--- src/rtl/count_en_if.sv ---
// count_en_if: control/status bundle for count_en_gen
//   start, stop  run control levels sampled on clk
//   mode, div, burst  run configuration, captured when a run is accepted
//   en, busy, done  enable pulse and run status
interface count_en_if;
   logic       start;
   logic       stop;
   logic       mode;
   logic [7:0] div;
   logic [3:0] burst;
   logic       en;
   logic       busy;
   logic       done;
   modport master (output start, stop, mode, div, burst, input en, busy, done);
   modport slave  (input start, stop, mode, div, burst, output en, busy, done);
endinterface

--- src/rtl/count_en_gen.sv ---
// count_en_gen: prescaled enable-pulse generator with continuous and burst runs
//   clk  rising-edge clock
//   rst  asynchronous active-high reset
//   bus  count_en_if.slave: start/stop/mode/div/burst in, en/busy/done out
module count_en_gen (
   input  logic        clk,
   input  logic        rst,
   count_en_if.slave   bus
);
   typedef enum logic [1:0] {IDLE, RUN, DONE} state_t;
   state_t     state, state_n;
   logic       en_q, en_n;
   logic [7:0] pre, pre_n, div_r, div_n;
   logic [4:0] rem, rem_n;
   logic       mode_r, mode_n;
   always_comb begin
      state_n = state;
      en_n    = 1'b0;
      pre_n   = pre;
      rem_n   = rem;
      div_n   = div_r;
      mode_n  = mode_r;
      case (state)
         IDLE: if (bus.start && !bus.stop) begin
            state_n = RUN;
            pre_n   = bus.div;
            div_n   = bus.div;
            mode_n  = bus.mode;
            rem_n   = (bus.burst == 4'd0) ? 5'd16 : {1'b0, bus.burst};
         end
         RUN: if (bus.stop) begin
            state_n = DONE;
         end else if (pre == 8'd0) begin
            en_n  = 1'b1;
            pre_n = div_r;
            // the final burst pulse lands in the same period as done
            if (mode_r) begin
               rem_n   = rem - 5'd1;
               state_n = (rem == 5'd1) ? DONE : RUN;
            end
         end else begin
            pre_n = pre - 8'd1;
         end
         DONE: state_n = IDLE;
         default: state_n = IDLE;
      endcase
   end
   always_ff @(posedge clk or posedge rst) begin
      if (rst) begin
         state  <= IDLE;
         en_q   <= 1'b0;
         pre    <= 8'd0;
         rem    <= 5'd0;
         div_r  <= 8'd0;
         mode_r <= 1'b0;
      end else begin
         state  <= state_n;
         en_q   <= en_n;
         pre    <= pre_n;
         rem    <= rem_n;
         div_r  <= div_n;
         mode_r <= mode_n;
      end
   end
   assign bus.en   = en_q;
   assign bus.busy = (state == RUN);
   assign bus.done = (state == DONE);
endmodule

--- src/flat_wrapper.sv ---
// flat-port wrapper written by rule: the top's interface ports become plain ports
module count_en_gen_flat 
  (clk, rst, bus_start, bus_stop, bus_mode, bus_div, bus_burst, bus_en, bus_busy, bus_done);
  count_en_if bus_i ();
  input  logic clk;
  input  logic rst;
  input wire logic [$bits(bus_i.start)-1:0] bus_start;
  input wire logic [$bits(bus_i.stop)-1:0] bus_stop;
  input wire logic [$bits(bus_i.mode)-1:0] bus_mode;
  input wire logic [$bits(bus_i.div)-1:0] bus_div;
  input wire logic [$bits(bus_i.burst)-1:0] bus_burst;
  output wire logic [$bits(bus_i.en)-1:0] bus_en;
  output wire logic [$bits(bus_i.busy)-1:0] bus_busy;
  output wire logic [$bits(bus_i.done)-1:0] bus_done;
  assign bus_i.start = bus_start;
  assign bus_i.stop = bus_stop;
  assign bus_i.mode = bus_mode;
  assign bus_i.div = bus_div;
  assign bus_i.burst = bus_burst;
  assign bus_en = bus_i.en;
  assign bus_busy = bus_i.busy;
  assign bus_done = bus_i.done;
  count_en_gen u_core (.clk(clk), .rst(rst), .bus(bus_i));
endmodule
--- config.mk ---
export PLATFORM = sky130hd
export DESIGN_NAME = count_en_gen_flat
export DESIGN_NICKNAME = d
export VERILOG_FILES = /design/src/rtl/count_en_if.sv /design/src/rtl/count_en_gen.sv /design/src/flat_wrapper.sv
export SDC_FILE = /design/constraint.sdc
export NUM_CORES = 1
export LEC_CHECK = 0
export BUFFER_PORTS_ARGS = -buffer_cell sky130_fd_sc_hd__buf_2
export CAP_MARGIN = 20
export CORE_ASPECT_RATIO = 0.6
export CORE_MARGIN = 4
export CORE_UTILIZATION = 30
export DETAILED_ROUTE_END_ITERATION = 7
export GPL_ROUTABILITY_DRIVEN = 1
export PLACE_DENSITY = 0.52
export SYNTH_ARGS = -nofsm -noshare
export SYNTH_HDL_FRONTEND = slang
export SYNTH_SLANG_ARGS = --single-unit
--- constraint.sdc ---
create_clock -name clk -period 2.39 [get_ports clk]
set_clock_uncertainty 0.2 [all_clocks]
set_input_delay 0.3585 -clock clk [delete_from_list [all_inputs] [get_ports clk]]
set_output_delay 0.3585 -clock clk [all_outputs]
set_load 0.05 [all_outputs]
==> impl_metrics.py, run 1 <==
metrics = {
    "run_status": {
        "status": "finished, final reports clean",
    },
    "timing": {
        "rsz0062_at_grt": "false",
        "fin_ws_ps": 266,
        "fmax_ghz": 0.471,
        "finalCriticalPeriod_ps": 2120,
        "slew_viol_final": 0,
        "worstMarginPinSlew_ps": 525,
        "whs_ps": 70.4,
        "finalSetupViolCount": 0,
        "tns_ps": 0,
        "period_share_pct": 88.9,
        "slew_headroom_pct": 65.0,
        "hold_viol_final": 0,
    },
    "placement": {
        "place.gp.congestion": 0.788,
        "dp_slack_ps": 304,
        "io_buffers": 19,
        "hpwl_um": 2660,
    },
    "drt": {
        "wl_per_cell_um": 14.4,
        "finalWirelength_um": 3510,
        "drc": 0,
        "ant_nets": 0,
        "drt_iter0_drc": 133,
        "vias": 1218,
        "first_pass_iters": 4,
        "routed_via_density": 4.99,
    },
    "logic_synthesis": {
        "synth_nets": 181,
        "synthFlopType": "dfrtp_1",
        "synth_edf_count": 0,
        "synth_top_family_by_area": "simple AND/OR/NAND/NOR gates",
        "synth_simple_gate_area_share_pct": 26.1,
        "synth.avg_cell_area_um2": 9.27,
        "synth_compound_gate_area_share_pct": 17.8,
        "yosys_warnings": 0,
        "synthAdderAreaFrac_pct": 3.37,
        "ys_ff_latch": 25,
        "syn_area_um2": 1480,
        "synthMuxAreaShare_pct": 3.46,
        "synth_xor_area_share_pct": 1.77,
        "yosysUniqueCellTypes": 45,
        "synth-seq-area-share_pct": 42.2,
        "async_flop_share_pct": 100,
        "synthCells": 160,
    },
    "global_route": {
        "antenna_found_initial": 0,
        "grt.overflow.total": 0,
        "grt_pass1_vias": 1094,
        "grt_max_degree": 26,
        "grt_pass1_wl_um": 5870,
        "grtUsageTotal_pct": 11.8,
    },
    "setup_path": {
        "cp_num_buf_inv": 1,
        "slowest_delay_ps": 450,
        "rr_endpoint": "u_core.pre[2]",
        "rrSetupSlack_ps": 270,
        "cp_top_family": "simple AND/OR/NAND/NOR gates",
        "cp.arrival_ps": 2080,
        "end_kind": "flop",
        "crit_chain": "inv_1 -> ha_1 -> nor3b_2 -> nand2_1 -> mux2i_1 -> o211ai_1",
        "crit_fanout": 7,
        "worstSetupPathType": "reg -> reg",
        "start_kind": "flop",
        "rr_worst_depth": 6,
        "r2r-start": "u_core.pre[0]",
        "cp_slowest_cell": "nor3b_2",
        "cp.required_ps": 2340,
    },
    "min_path": {
        "hold-path-cell-count": 3,
        "hold_start": "bus_mode",
        "min_path_type": "in -> reg",
        "hold_end": "u_core.mode_r",
    },
    "clock_network": {
        "htree_levels": 1,
        "cts_root_buffer": "clkbuf_8",
        "clkLatencyLatePin_ps": 270,
        "clock_sinks": 25,
        "cts_made_buffers": 3,
        "cts_resized": 0,
        "cts.reportedPaths.clkPinSlew_ps": 90,
        "cts_tree": "built",
        "clk_path_buf_depth": 2,
        "hold_buffers": 1,
        "cts_setup_buffers": 0,
    },
    "layout": {
        "n_antenna_cell": 0,
        "area_growth_pct": 14.2,
        "multi_input_area_um2": 779,
        "fin_util_pct": 36.2,
        "nets": 203,
        "fillers": 477,
        "seq_area_um2": 626,
        "layout-drive-gt1-share_pct": 22.1,
    },
    "die": {
        "die_area_um2": 6170,
        "initial_core_util_pct": 31.7,
        "rows": 19,
        "die_w_um": 98.8,
        "die_h_um": 62.5,
        "io_pins": 20,
        "core_um2": 4680,
    },
    "power": {
        "p_per_area_nw_per_um2": 754,
        "ir_drop_mv": 0.285,
        "leakage_nw": 0.785,
    },
    "job": {
        "drv_cap": 0,
    },
}
## final cells by class
type	count	share of cell area [%]
clock buffer	3	2.44
clock inverter	1	0.295
inverter	6	1.33
multi-input combinational	121	46.0
sequential	25	36.9
tap	63	4.65
timing repair buffer	25	8.41
## synthesized netlist by cell type, types with 2 or more instances
master    number  area share (%)
a21oi_1       13             4.4
o221ai_1       2             1.2
inv_1          6             1.5
mux2i_1        4             2.7
xor2_1         3             1.8
or3_1          2            0.84
nand2b_1       3             1.3
nor2b_1        2            0.84
nand2_1       31             7.8
nor2_2         2            0.84
o21a_1         2             1.0
nor2_1         7             1.8
o22a_1         5             3.0
o22ai_1        2            0.84
nand3_1        3             1.0
a31oi_1        5             2.1
ha_1           4             3.4
nor3_1         6             2.0
o211ai_1       4             2.0
buf_6          3             2.3
buf_2          3             1.0
dfrtp_1       25              42
## worst min-delay path: cells and delay by family
family	cells	cell delay (ps)
buf+inv	1	80
simple gates	2	80
## state kept, by name, summed over array words and instances (netlist names)
name / count
u_core.bus.en: 1
u_core.pre: 8
u_core.div_r: 8
u_core.rem: 5
u_core.state: 2
u_core.mode_r: 1
## routing by layer
| metal | global-route usage [%] | part of all wire (%) |
|---|---|---|
| met5 | 0 | 0 |
| met4 | 2.56 | 0.91 |
| met3 | 3.90 | 4.7 |
| met2 | 14.0 | 38 |
| met1 | 19.5 | 56 |
## power by group
part           switching (W)  internal (W)
registers           0.000115      0.000514
clock network       0.000143      0.000117
logic               0.000209      0.000179
total               0.000468      0.000810
## kinds of logic (layout without fill, tap and decap cells)
logic type               count (synthesis)  count (layout)
buffers and inverters                   14              35
multiplexers                             5               5
AND/OR/NAND/NOR                         70              70
XOR/XNOR                                 3               3
adder cells (fa/ha/maj)                  4               4
AO/OA/AOI/OAI                           39              39
flip-flops                              25              25
## metrics by stage
stage | cell area, um2 | total power [W] | instances
2_1_floorplan | 1480 | 0.000922 | 160
3_3_place_gp | 1640 | 0.00101 | 239
3_5_place_dp | 1640 | 0.00102 | 239
4_1_cts | 1700 | 0.00129 | 244
5_1_grt | 1700 | 0.00137 | 244
6_report | 1700 | 0.00128 | 244
## worst max path at each step
stage | start | cells past startpoint | slack (ps) | end
after detailed placement | u_core.pre[0] | 6 | 300 | u_core.state[0]
after global routing | u_core.pre[0] | 6 | 90 | u_core.pre[2]
after floorplan | u_core.pre[0] | 6 | 600 | u_core.rem[4]
after global placement | u_core.pre[0] | 6 | 380 | u_core.state[0]
final | u_core.pre[0] | 6 | 270 | u_core.pre[2]
after CTS | u_core.pre[0] | 6 | 290 | u_core.pre[2]
## placed cells by master (no fill, tap or decap), types with 5 or more instances in the layout
cell type,instances
dfrtp_1,25
buf_4,5
nor3_1,6
buf_2,19
nor2_1,7
a31oi_1,5
inv_1,6
o22a_1,5
a21oi_1,13
nand2_1,31
Note: power is estimated with default switching activity, not from simulation.
==> run 2: changes to the inputs <==
- CORE_ASPECT_RATIO: 0.6 -> 0.7
- GPL_ROUTABILITY_DRIVEN: 1 -> 0
==> run 2 against run 1 <==
  * Via count grew 3.9%
  * Routed wire length grew 1.2%
  * Clock-buffer cell count is the same
  * Combinational power is essentially flat
==> impl_metrics.py, run 2 (synthesized netlist as in run 1, its figures left out) <==
metrics = {
    "run_status": {
        "status": "finished, final reports clean",
    },
    "layout": {
        "layout-drive-gt1-share_pct": 22.5,
        "fillers": 510,
        "multi_input_area_um2": 779,
        "area_growth_pct": 15.3,
        "seq_area_um2": 626,
        "nets": 204,
        "n_antenna_cell": 0,
        "final_cell_mix": "nand2_1, dfrtp_1, buf_2",
        "final_common_cell": "nand2_1",
        "top_regs": "u_core.div_r x8, u_core.pre x8, u_core.rem x5",
    },
    "drt": {
        "vias": 1266,
        "wl_per_cell_um": 14.2,
        "drc": 0,
        "first_pass_iters": 4,
        "drt_iter0_drc": 146,
        "routed_via_density": 5.04,
        "finalWirelength_um": 3560,
        "ant_nets": 0,
    },
    "placement": {
        "io_buffers": 19,
        "dp_slack_ps": 342,
        "hpwl_um": 2670,
    },
    "setup_path": {
        "crit_fanout": 7,
        "end_kind": "flop",
        "worstSetupPathType": "reg -> reg",
        "start_kind": "flop",
        "cp.arrival_ps": 2070,
        "cp.required_ps": 2350,
    },
    "global_route": {
        "grt_pass1_wl_um": 6180,
        "grt_pass1_vias": 1220,
        "antenna_found_initial": 0,
        "grtUsageTotal_pct": 12.7,
        "grt.overflow.total": 0,
        "grt_max_degree": 26,
    },
    "job": {
        "drv_cap": 0,
    },
    "timing": {
        "finalSetupViolCount": 0,
        "fmax_ghz": 0.472,
        "tns_ps": 0,
        "slew_headroom_pct": 65.9,
        "slew_viol_final": 0,
        "fin_ws_ps": 273,
        "worstMarginPinSlew_ps": 512,
        "rsz0062_at_grt": "false",
        "finalCriticalPeriod_ps": 2120,
        "hold_viol_final": 0,
        "period_share_pct": 88.6,
    },
    "clock_network": {
        "hold_buffers": 1,
        "cts_made_buffers": 3,
        "cts_root_buffer": "clkbuf_8",
        "cts_resized": 0,
        "clk_path_buf_depth": 2,
        "cts.reportedPaths.clkPinSlew_ps": 90,
        "cts_tree": "built",
        "htree_levels": 1,
        "cts_setup_buffers": 0,
        "clock_sinks": 25,
        "clkLatencyLatePin_ps": 270,
    },
    "die": {
        "die_area_um2": 6150,
        "rows": 21,
        "die_h_um": 66.8,
        "die_w_um": 92.1,
        "core_um2": 4780,
        "io_pins": 20,
        "initial_core_util_pct": 31.0,
    },
    "power": {
        "p_per_area_nw_per_um2": 747,
        "ir_drop_mv": 0.224,
        "leakage_nw": 0.791,
    },
    "min_path": {
        "min_path_type": "in -> reg",
    },
}
run 2: changes by cell type in the layout (fill, tap and decap cells not counted):
cell / before / now
buf_4: 5 / 6
run 2: path summary, 6_finish.rpt:
| path | from | endpoint | slack (ps) | cells past startpoint |
|---|---|---|---|---|
| worst max-delay path | u_core.pre[0] | u_core.pre[2] | 270 | 6 |
| worst min-delay path | bus_mode | u_core.mode_r | 60 | 3 |
| worst max register to register | u_core.pre[0] | u_core.pre[2] | 270 | 6 |
| worst min register to register | u_core.div_r[6] | u_core.div_r[6] | 290 | 2 |
| max in group asynchronous | rst | u_core.pre[1] | 1270 | 4 |
| min in group asynchronous | rst | u_core.rem[4] | 470 | 4 |
run 2: cell type report:
class,count,share of cell area (%)
sequential,25,36.6
multi-input combinational,121,45.6
clock buffer,3,2.41
inverter,6,1.32
timing repair buffer,26,8.78
clock inverter,1,0.293
tap,69,5.05
run 2: worst max-delay path, stage by stage, from the launching register on:
cell      delay [ps]
dfrtp_1          430
inv_1            140
ha_1             230
nor3b_2          430
nand2_1          250
mux2i_1          220
o211ai_1          90
run 2: stage by stage:
stage	util, %	hold slack [ps]	area, um2	total power, W	std cells
floorplan	-	186	1480	0.000922	160
global route	35.8	66.7	1710	0.00138	251
global placement	34.6	236	1650	0.00100	246
finish	35.8	63.3	1710	0.00128	251
CTS	35.8	54.1	1710	0.00129	251
detailed placement	34.6	242	1650	0.00102	246
run 2: routing by layer:
layer / vias to the layer above / part of all wire [%] / GRT usage [%]
met2: 31 / 44 / 19.5
met4: 0 / 0.70 / 2.78
met3: 2 / 6.6 / 2.48
met5: - / 0 / 0
li1: 614 / - / -
met1: 619 / 48 / 18.5
run 2: where the power goes:
| group | total, W | internal (W) | switching [W] |
|---|---|---|---|
| combinational | 0.000390 | 0.000182 | 0.000208 |
| clock | 0.000262 | 0.000117 | 0.000145 |
| sequential | 0.000626 | 0.000514 | 0.000112 |
